**config.mk**
```make
export PLATFORM = sky130hd
export DESIGN_NAME = cache
export DESIGN_NICKNAME = d
export VERILOG_FILES = /design/src/rtl/cache_pkg.sv /design/src/rtl/cache_array.sv /design/src/rtl/cache.sv
export SDC_FILE = /design/constraint.sdc
export NUM_CORES = 1
export LEC_CHECK = 0
export ABC_AREA = 0
export ABC_CLOCK_PERIOD_IN_PS = 4100
export BUFFER_PORTS_ARGS = -buffer_cell sky130_fd_sc_hd__buf_2
export CORE_ASPECT_RATIO = 1.5
export CORE_MARGIN = 4
export CORE_UTILIZATION = 30
export CTS_BUF_LIST = sky130_fd_sc_hd__clkbuf_2
export CTS_CLUSTER_DIAMETER = 80
export DETAILED_ROUTE_END_ITERATION = 8
export GPL_TIMING_DRIVEN = 0
export PLACE_DENSITY = 0.54
export RECOVER_POWER = 50
export REMOVE_ABC_BUFFERS = 1
export SYNTH_ARGS = -nofsm -noshare
export SYNTH_HDL_FRONTEND = slang
export SYNTH_SLANG_ARGS = --single-unit
```
**constraint.sdc**
```tcl
create_clock -name CLK -period 4.1 [get_ports CLK]
set_clock_uncertainty 0.15 [all_clocks]
set_input_delay 0.615 -clock CLK [delete_from_list [all_inputs] [get_ports CLK]]
set_output_delay 0.615 -clock CLK [all_outputs]
set_load 0.01 [all_outputs]
```
**src/rtl/cache_pkg.sv**
```systemverilog
// Shared geometry, FSM state type and byte-lane helpers for the direct-mapped data cache.
package cache_pkg;

    localparam int unsigned TAG_W    = 3;
    localparam int unsigned INDEX_W  = 3;
    localparam int unsigned OFFSET_W = 2;
    localparam int unsigned NUM_SETS = 8;
    localparam int unsigned BLOCK_W  = 32;

    typedef enum logic [1:0] {
        IDLE,
        WRITE_BACK,
        MEM_READ_ST,
        UPDATE
    } state_t;

    function automatic logic [7:0] get_byte(input logic [BLOCK_W-1:0]  block,
                                            input logic [OFFSET_W-1:0] offset);
        return block[{offset, 3'b000} +: 8];
    endfunction

    function automatic logic [BLOCK_W-1:0] merge_byte(input logic [BLOCK_W-1:0]  block,
                                                      input logic [OFFSET_W-1:0] offset,
                                                      input logic [7:0]          data);
        logic [BLOCK_W-1:0] b;
        b = block;
        b[{offset, 3'b000} +: 8] = data;
        return b;
    endfunction

endpackage

```
**src/rtl/cache_array.sv**
```systemverilog
// Cache storage: per-set data, tag, valid and dirty, with a CPU byte-write port,
// a block-fill port and a combinational read of the indexed set.
module cache_array
    import cache_pkg::*;
(
    input  logic                clk,
    input  logic                reset,
    input  logic [INDEX_W-1:0]  index,
    input  logic                byte_we,
    input  logic [OFFSET_W-1:0] offset,
    input  logic [7:0]          wdata,
    input  logic                fill_en,
    input  logic [TAG_W-1:0]    fill_tag,
    input  logic [BLOCK_W-1:0]  fill_data,
    output logic [BLOCK_W-1:0]  block,
    output logic [TAG_W-1:0]    tag,
    output logic                valid,
    output logic                dirty
);

    logic [BLOCK_W-1:0] data_q  [NUM_SETS];
    logic [TAG_W-1:0]   tag_q   [NUM_SETS];
    logic [NUM_SETS-1:0] valid_q;
    logic [NUM_SETS-1:0] dirty_q;

    // Data and tags are not reset; valid gates their use.
    always_ff @(posedge clk) begin
        if (fill_en) begin
            data_q[index] <= fill_data;
            tag_q[index]  <= fill_tag;
        end else if (byte_we) begin
            data_q[index] <= merge_byte(data_q[index], offset, wdata);
        end
    end

    always_ff @(posedge clk) begin
        if (reset) begin
            valid_q <= '0;
            dirty_q <= '0;
        end else if (fill_en) begin
            valid_q[index] <= 1'b1;
            dirty_q[index] <= 1'b0;
        end else if (byte_we) begin
            dirty_q[index] <= 1'b1;
        end
    end

    always_comb begin
        block = data_q[index];
        tag   = tag_q[index];
        valid = valid_q[index];
        dirty = dirty_q[index];
    end

endmodule

```
**src/rtl/cache.sv**
```systemverilog
// Direct-mapped write-back, write-allocate byte cache in front of a 32-bit block memory.
// Define CACHE_STATS_EN to add saturating HIT_COUNT / MISS_COUNT outputs.
module cache
    import cache_pkg::*;
(
    input  logic        CLK,
    input  logic        RESET,
    output logic        BUSYWAIT,
    input  logic        READ,
    input  logic        WRITE,
    input  logic [7:0]  WRITEDATA,
    output logic [7:0]  READDATA,
    input  logic [7:0]  ADDRESS,
    input  logic        MEM_BUSYWAIT,
    output logic        MEM_READ,
    output logic        MEM_WRITE,
    output logic [31:0] MEM_WRITEDATA,
    input  logic [31:0] MEM_READDATA,
    output logic [5:0]  MEM_ADDRESS
`ifdef CACHE_STATS_EN
    ,
    output logic [15:0] HIT_COUNT,
    output logic [15:0] MISS_COUNT
`endif
);

    state_t               state;
    logic [5:0]           miss_addr_q;
    logic [7:0]           readdata_q;
    logic [INDEX_W-1:0]   index;
    logic [BLOCK_W-1:0]   block;
    logic [TAG_W-1:0]     tag;
    logic                 valid, dirty, hit, idle_hit, req, rd;

    assign req = READ | WRITE;
    assign rd  = READ & ~WRITE;

    // Once a miss is taken the latched block address drives the array, so a CPU
    // dropping its strobes mid-miss cannot redirect the refill.
    assign index    = (state == IDLE) ? ADDRESS[4:2] : miss_addr_q[2:0];
    assign hit      = valid && (tag == ADDRESS[7:5]);
    assign idle_hit = (state == IDLE) && hit;
    assign BUSYWAIT = req && !idle_hit;

    always_comb begin
        READDATA = readdata_q;
        if (idle_hit && rd) READDATA = get_byte(block, ADDRESS[1:0]);
    end

    cache_array u_array (
        .clk       (CLK),
        .reset     (RESET),
        .index     (index),
        .byte_we   (idle_hit && WRITE),
        .offset    (ADDRESS[1:0]),
        .wdata     (WRITEDATA),
        .fill_en   (state == UPDATE),
        .fill_tag  (miss_addr_q[5:3]),
        .fill_data (MEM_READDATA),
        .block     (block),
        .tag       (tag),
        .valid     (valid),
        .dirty     (dirty)
    );

    always_ff @(posedge CLK) begin
        if (RESET) begin
            state         <= IDLE;
            MEM_READ      <= 1'b0;
            MEM_WRITE     <= 1'b0;
            MEM_ADDRESS   <= '0;
            MEM_WRITEDATA <= '0;
            readdata_q    <= '0;
            miss_addr_q   <= '0;
        end else begin
            if (idle_hit && rd) readdata_q <= get_byte(block, ADDRESS[1:0]);
            case (state)
                IDLE: begin
                    if (req && !hit) begin
                        miss_addr_q <= ADDRESS[7:2];
                        if (dirty) begin
                            state         <= WRITE_BACK;
                            MEM_WRITE     <= 1'b1;
                            MEM_ADDRESS   <= {tag, ADDRESS[4:2]};
                            MEM_WRITEDATA <= block;
                        end else begin
                            state       <= MEM_READ_ST;
                            MEM_READ    <= 1'b1;
                            MEM_ADDRESS <= ADDRESS[7:2];
                        end
                    end
                end
                WRITE_BACK: begin
                    if (!MEM_BUSYWAIT) begin
                        state       <= MEM_READ_ST;
                        MEM_WRITE   <= 1'b0;
                        MEM_READ    <= 1'b1;
                        MEM_ADDRESS <= miss_addr_q;
                    end
                end
                MEM_READ_ST: begin
                    if (!MEM_BUSYWAIT) begin
                        state    <= UPDATE;
                        MEM_READ <= 1'b0;
                    end
                end
                default: state <= IDLE;
            endcase
        end
    end

`ifdef CACHE_STATS_EN
    logic [15:0] hit_count_q, miss_count_q;
    logic        refill_done_q;

    // The hit that completes a refilled access was already counted as a miss.
    always_ff @(posedge CLK) begin
        if (RESET) begin
            hit_count_q   <= '0;
            miss_count_q  <= '0;
            refill_done_q <= 1'b0;
        end else begin
            if (state == UPDATE)    refill_done_q <= 1'b1;
            else if (state == IDLE) refill_done_q <= 1'b0;
            if (state == IDLE && req) begin
                if (hit && !refill_done_q && hit_count_q != 16'hFFFF)
                    hit_count_q <= hit_count_q + 16'd1;
                if (!hit && miss_count_q != 16'hFFFF)
                    miss_count_q <= miss_count_q + 16'd1;
            end
        end
    end

    assign HIT_COUNT  = hit_count_q;
    assign MISS_COUNT = miss_count_q;
`else
    // Statistics counters are not built.
`endif

endmodule

```
==> Yosys cells after proc, flatten, opt, wreduce, memory -nomap -nowiden <==
Memories as Yosys holds them, arrays and structs flattened.
Index checks and enable logic that the tools add are counted.
{ "totals": {"mem_count": 2, "ram_bits": 280, "elab_cells": 87, "reg_bits": 72, "output_inout_bits": 49, "input_bits": 53} }
{ "classes": {"n_lt_le_gt_ge": 2, "reduce_logical": 19, "add_sub_neg": 1, "bitwise": 8, "n_eq_ne": 9, "muxes": 34, "shifts": 3} }
{ "memory_table": {"columns": ["memory", "words", "width", "read_ports", "rd_clocked_by_memory_dff", "write_ports", "line_no", "rtl"], "rows": [
  ["u_array.data_q", 8, 32, 1, 0, 1, "cache_array.sv:21", "logic [BLOCK_W-1:0] data_q [NUM_SETS];"],
  ["u_array.tag_q", 8, 3, 1, 0, 1, "cache_array.sv:22", "logic [TAG_W-1:0] tag_q [NUM_SETS];"]
]} }
{ "ops": {"columns": ["op", "count"], "rows": [
  ["$bwmux W32", 1],
  ["$mux W32", 1],
  ["$shift A8 B7 Y32 const A", 1],
  ["$shiftx A32 B6 Y8", 1],
  ["$shiftx A8 B7 Y32", 1],
  ["$mux W8", 3],
  ["$mux W6", 3],
  ["$or A8 B8 Y8", 2],
  ["$mux W1", 14],
  ["$pmux W6 S2", 1],
  ["$reduce_and A3 Y1", 3],
  ["$and A8 B8 Y8", 1],
  ["$mux W2", 4],
  ["$ne A2 B2 Y1 const B", 4],
  ["$not A8 Y8", 1],
  ["$logic_and A1 B1 Y1", 7],
  ["$neg A5 Y7", 1],
  ["$bmux W1 S3", 2],
  ["$pmux W2 S3", 1],
  ["$reduce_and A5 Y1", 1],
  ["$eq A2 B2 Y1 const B", 2],
  ["$lt A3 B4 Y1 const B", 1],
  ["$reduce_and A4 Y1", 1],
  ["$reduce_bool A2 Y1", 2],
  ["15 further kinds", 17]
]} }

==> Logic depth before layout (Yosys ltp) <==
{ "logic_depth": {"ltp_word": 11, "depth_mapped": 15, "depth_no_buf": 10} }

==> By module <==
A second synthesis with hierarchy kept.
{ "unflattened": {"hier_cells": 968, "area_unflattened_um2": 15048.2} }
{ "by_module_without_submodules": {"columns": ["module", "area_per_inst_um2", "seq_area_each_um2", "n_inst", "cells_each"], "rows": [
  ["cache_array", 12042.8, 8728.4, 1, 657],
  ["cache", 3005.4, 1121.1, 1, 311]
]} }

==> Worst setup path after synthesis <==
Ideal clock, no wire load.
{ "synth_path": {"path_type": "flip-flop to flip-flop", "startpoint": "register state[0]", "endpoint": "memory u_array.data_q[0][0], enable pin", "arrival_ps": 3639, "setup_ps": 421, "stages_incl_launch_ff": 11, "period_less_slack_ps": 4210, "slack_ps": -110, "required_time_ps": 3529, "path_cell_list": "dfxtp_1 -> inv_1 -> ha_1 -> buf_6 -> or3b_4 -> nand2_1 -> a32oi_1 -> and3b_1 -> nor4_4 -> a31oi_1 -> nor2_1"} }
{ "synth_between": {"elab_chain_cells": 11, "word_cells_on_any_way": 16, "cone_classes": "eq/ne (2); mux (8); bitwise (1); reduce/logical (4); memory (1)"} }
{ "synth_lines": {"columns": ["item", "line_no", "rtl"], "rows": [
  ["from (decl)", "cache.sv:27", "state_t state;"],
  ["from (signal assigned)", "cache.sv:68", "state <= IDLE;"],
  ["from (signal assigned)", "cache.sv:82", "state <= WRITE_BACK;"],
  ["from (signal assigned)", "cache.sv:87", "state <= MEM_READ_ST;"],
  ["$logic_not A2 Y1", "cache.sv:40, cache.sv:42", null],
  ["$mux W3", "cache.sv:40", "assign index = (state == IDLE) ? ADDRESS[4:2] : miss_addr_q[2:0];"],
  ["$mem_v2 Z8 W3 or $bmux W1 S3 (tied branches)", null, null],
  ["$eq A3 B3 Y1 or $mux W1 (tied branches)", "cache.sv:41, cache_array.sv:51", null],
  ["$logic_and A1 B1 Y1", "cache.sv:41", "assign hit = valid && (tag == ADDRESS[7:5]);"],
  ["$logic_and A1 B1 Y1", "cache.sv:42", "assign idle_hit = (state == IDLE) && hit;"],
  ["$logic_and A1 B1 Y1", "cache.sv:54", ".byte_we (idle_hit && WRITE),"],
  ["$mux W1", "cache_array.sv:31", "end else if (byte_we) begin"],
  ["$mux W1", "cache_array.sv:28", "if (fill_en) begin"],
  ["$mux W1 (not written as such)", "cache_array.sv:32", "data_q[index] <= merge_byte(data_q[index], offset, wdata);"],
  ["$or A1 B1 Y1 (no source line)", null, null],
  ["to (decl)", "cache_array.sv:21", null]
]} }
Several ways; a longest one is shown, not always the timed one. The select of a mux whose other input is x is not followed.

==> Final worst setup path <==
{ "layout_path": {"startpoint": "register state[0]", "endpoint": "output READDATA[2]"} }
{ "layout_between": {"elab_chain_cells": 8, "word_cells_on_any_way": 12, "cone_classes": "eq/ne (1); shift (1); mux (4); reduce/logical (4); memory (2)"} }
{ "layout_lines": {"columns": ["item", "line_no", "rtl"], "rows": [
  ["$logic_not A2 Y1 (*)", "cache.sv:40, cache.sv:42", null],
  ["branches (longest 6 deep; another with $mem_v2 Z8 W32)", null, null],
  ["$mux W8 (*)", null, null],
  ["to (decl)", "cache.sv:12", "output logic [7:0] READDATA,"]
]} }
Every way passes the cells marked *. The select of a mux whose other input is x is not followed.

==> results.ini <==
[run]
drv_cap = 0

[synth]
syn_area_um2 = 14900
ys.flop_type = edfxtp_1
ys_async_sr_fraction = 0
synth_edf_count = 280
ys_seq_elements = 352
synth.avg_cell_area_um2 = 13.6
yosys.area.top_type = edfxtp_1
ys_warn_count = 0
ys_seq_area_frac = 0.662
yosys-top-cells-area = edfxtp_1, dfxtp_1, mux2_4, nand2_1, mux2i_1
netlist_instances = 1095
synthDistinctLibCells = 72
synth_top_area_share = 0.565

[min_path]
hold_start = WRITEDATA[5]
hold_end = u_array.data_q[7][13]$_DFFE_PP_
hold_class = primary input to flop
min_delay_path_depth = 4

[detailed_routing]
avgRoutedWirePerCell_um = 23.5
wirelength_um = 49100
drc = 0
vias_per_cell = 5.10
ant_nets = 0
dr.pass1.iters = 6
route.vias.total = 10700
drtIter0Drc = 933

[grt]
grt_pass1_vias = 11100
gr-usage-met2 = 0.320
use_met3 = 0.0357
use_met1 = 0.214
grt_start_max_net_pins = 74
grt_overflow = 0
grt.busiest_layer = met2
track_usage = 0.182
grt_pass1_wl_um = 71700
antenna_found_initial = 3

[pwr]
vdd_drop_max_uv = 269
power_leakage_nw = 6.82
p_total_w = 0.0108
powerDensity_nw_per_um2 = 563

[critical_path]
crit_family = simple AND/OR/NAND/NOR gates
worst_r2r_path_depth = 16
max_stage_delay_ns = 0.50
cp_cell_sequence = inv_4 -> ha_4 -> buf_4 -> nor3b_4 -> or2_4 -> buf_6 -> buf_12 -> a222oi_1 -> nor2_1 -> a311oi_4 -> mux4_2 -> or2_4 -> nand2_4 -> buf_6
worstSetupEndpointType = primary output
path_buf_inv = 5
worstPathRequired_ns = 3.34
r2r_start = state[0]$_SDFFE_PP0P_
worstPathMaxFanout = 12
cp.arrival_ns = 3.92
start_kind = flop
ff2ff_setup_slack_ns = 0.08
r2r_end = u_array.data_q[0][9]$_DFFE_PP_
worstSetupPathType = flop to primary output
crit_slowest_cell = mux4_2

[timing]
worst_pin_slew_ns = 1.03
hold_violations = 0
tns_ns = -4.46
maxSlewViolCount = 0
layout_setup_ws_ns = -0.584
fmax_mhz = 213
fin_crit_sh = 1.14
finalCriticalPeriod_ns = 4.68
setup_viol = 9
slew_headroom = 0.308
rsz0062_at_grt = yes

[finish]
drive_above_1_share = 0.317
final_core_util = 0.393
final_common_cell = edfxtp_1
nets = 1424
most-common-layout-cells = edfxtp_1, clkbuf_2, nand2_1, nor2_1, dfxtp_1
syn_to_final_growth_pct = 28.8
fin_area_um2 = 19200
final_cell_count_no_fill = 2089

[clock_tree]
worstSkewPairLatency_ns = 1.00
cts_tree = built
clockBufferDepth = 3
htreeDepth = 3
numCtsBuffers = 83
root_buffer = clkbuf_2
clk_pin_slew_ns = 0.12
cts.sinks = 352

[place]
placedCellCount = 1807
gp_congestion = 0.754
portBuffers = 101
dp_hpwl_um = 28700
placed_cell_area_um2 = 16400

[floorplan]
io_pins = 102
num_rows = 99
core-area_um2 = 48800
die_w_um = 190
dieArea_um2 = 53300
initial_utilization = 0.305
fp.dieH_um = 281

[run_status]
status = complete, but fails checks
violations = setup timing

==> worst reg2reg max path, stage by stage (launching register included) <==
cell      delay, ns
dfxtp_4        0.37
inv_4          0.06
ha_4           0.17
buf_12         0.11
buf_12         0.10
mux2i_4        0.26
buf_12         0.15
buf_12         0.12
nand2_4        0.05
a32oi_4        0.24
a21boi_2       0.11
nor4_4         0.30
buf_4          0.19
buf_12         0.11
a31oi_4        0.23
nor2_4         0.70
buf_12         0.27
==> flip-flops by register name, indices dropped and copies added, names as in the netlist, named ones only <==
| signal | cells |
|---|---|
| MEM_WRITE | 1 |
| MEM_WRITEDATA | 32 |
| miss_addr_q | 6 |
| u_array.data_q | 256 |
| u_array.tag_q | 24 |
| readdata_q | 8 |
| u_array.valid_q | 8 |
| state | 2 |
| MEM_READ | 1 |
| MEM_ADDRESS | 6 |
==> per-layer routing <==
layer	part of all wire	routed length (um)	up-vias
met5	0.00026	13	-
met4	0.035	1720	2
met3	0.063	3090	91
met2	0.52	25700	422
met1	0.38	18600	5335
li1	-	-	4813
==> stage by stage <==
step                setup WS [ns]  hold slack (ns)
finish                     -0.584            0.105
global route               -0.715           0.0673
CTS                        -0.646          0.00340
detailed placement          -2.20            0.308
global placement            -5.46            0.300
floorplan                   -1.46            0.288
==> area by class of cell <==
| type | instances | area [um^2] |
|---|---|---|
| Clock buffer | 125 | 626 |
| Tap cell | 656 | 821 |
| Timing Repair Buffer | 243 | 2220 |
| Multi-Input combinational cell | 655 | 5340 |
| Fill cell | 4681 | 29600 |
| Antenna cell | 3 | 7.51 |
| Inverter | 26 | 106 |
| Sequential cell | 352 | 9860 |
| Clock inverter | 29 | 194 |
==> repair_timing <==
action	4_1_cts	5_1_grt
hold buffers	48	0
pin swaps	35	19
endpoints found under the setup margin	585	113
gates resized for setup	125	23
hold endpoints to repair	273	0
gates cloned	8	1
setup buffers	61	11
==> how the worst max path moves through the flow <==
stage / from / end / slack [ns] / cells past startpoint
final: state[0]$_SDFFE_PP0P_ / READDATA[2] / -0.58 / 14
after global routing: state[0]$_SDFFE_PP0P_ / READDATA[7] / -0.71 / 14
after CTS: state[1]$_SDFFE_PP0P_ / READDATA[6] / -0.65 / 15
after detailed placement: state[0]$_SDFFE_PP0P_ / READDATA[2] / -2.20 / 11
after global placement: state[1]$_SDFFE_PP0P_ / u_array.data_q[2][22]$_DFFE_PP_ / -5.46 / 9
after floorplan: state[1]$_SDFFE_PP0P_ / u_array.data_q[0][0]$_DFFE_PP_ / -1.46 / 9
==> kinds of logic (layout without fill, tap and decap cells) <==
family                   after synthesis  count (layout)  share of synthesized area
adder cells (fa/ha/maj)               10              10                    0.00841
AND/OR/NAND/NOR                      293             294                     0.0915
flip-flops                           352             352                      0.662
buffers and inverters                 92             423                     0.0293
multiplexers                          91              93                     0.0807
AO/OA/AOI/OAI                        257             258                      0.128
other                                  0               3                          0
==> power breakdown <==
| part | total, W | switching [W] | internal, W |
|---|---|---|---|
| Sequential | 0.00409 | 0.0000958 | 0.00399 |
| Combinational | 0.00429 | 0.00240 | 0.00189 |
| Clock | 0.00241 | 0.00141 | 0.00100 |
| Total | 0.0108 | 0.00390 | 0.00688 |
==> Yosys cell counts (10+ instances only) <==
cell      number
a22oi_1       39
a21oi_1       35
clkbuf_1      29
a211oi_1      35
mux2_4        31
nand2_1      118
ha_1          10
o21ai_0       50
nand2b_1      11
buf_2         24
inv_1         25
mux2i_1       42
edfxtp_1     280
nor2_1        89
dfxtp_1       72
nand3_1       13
a222oi_1      22
(Power assumes the default switching activity.)
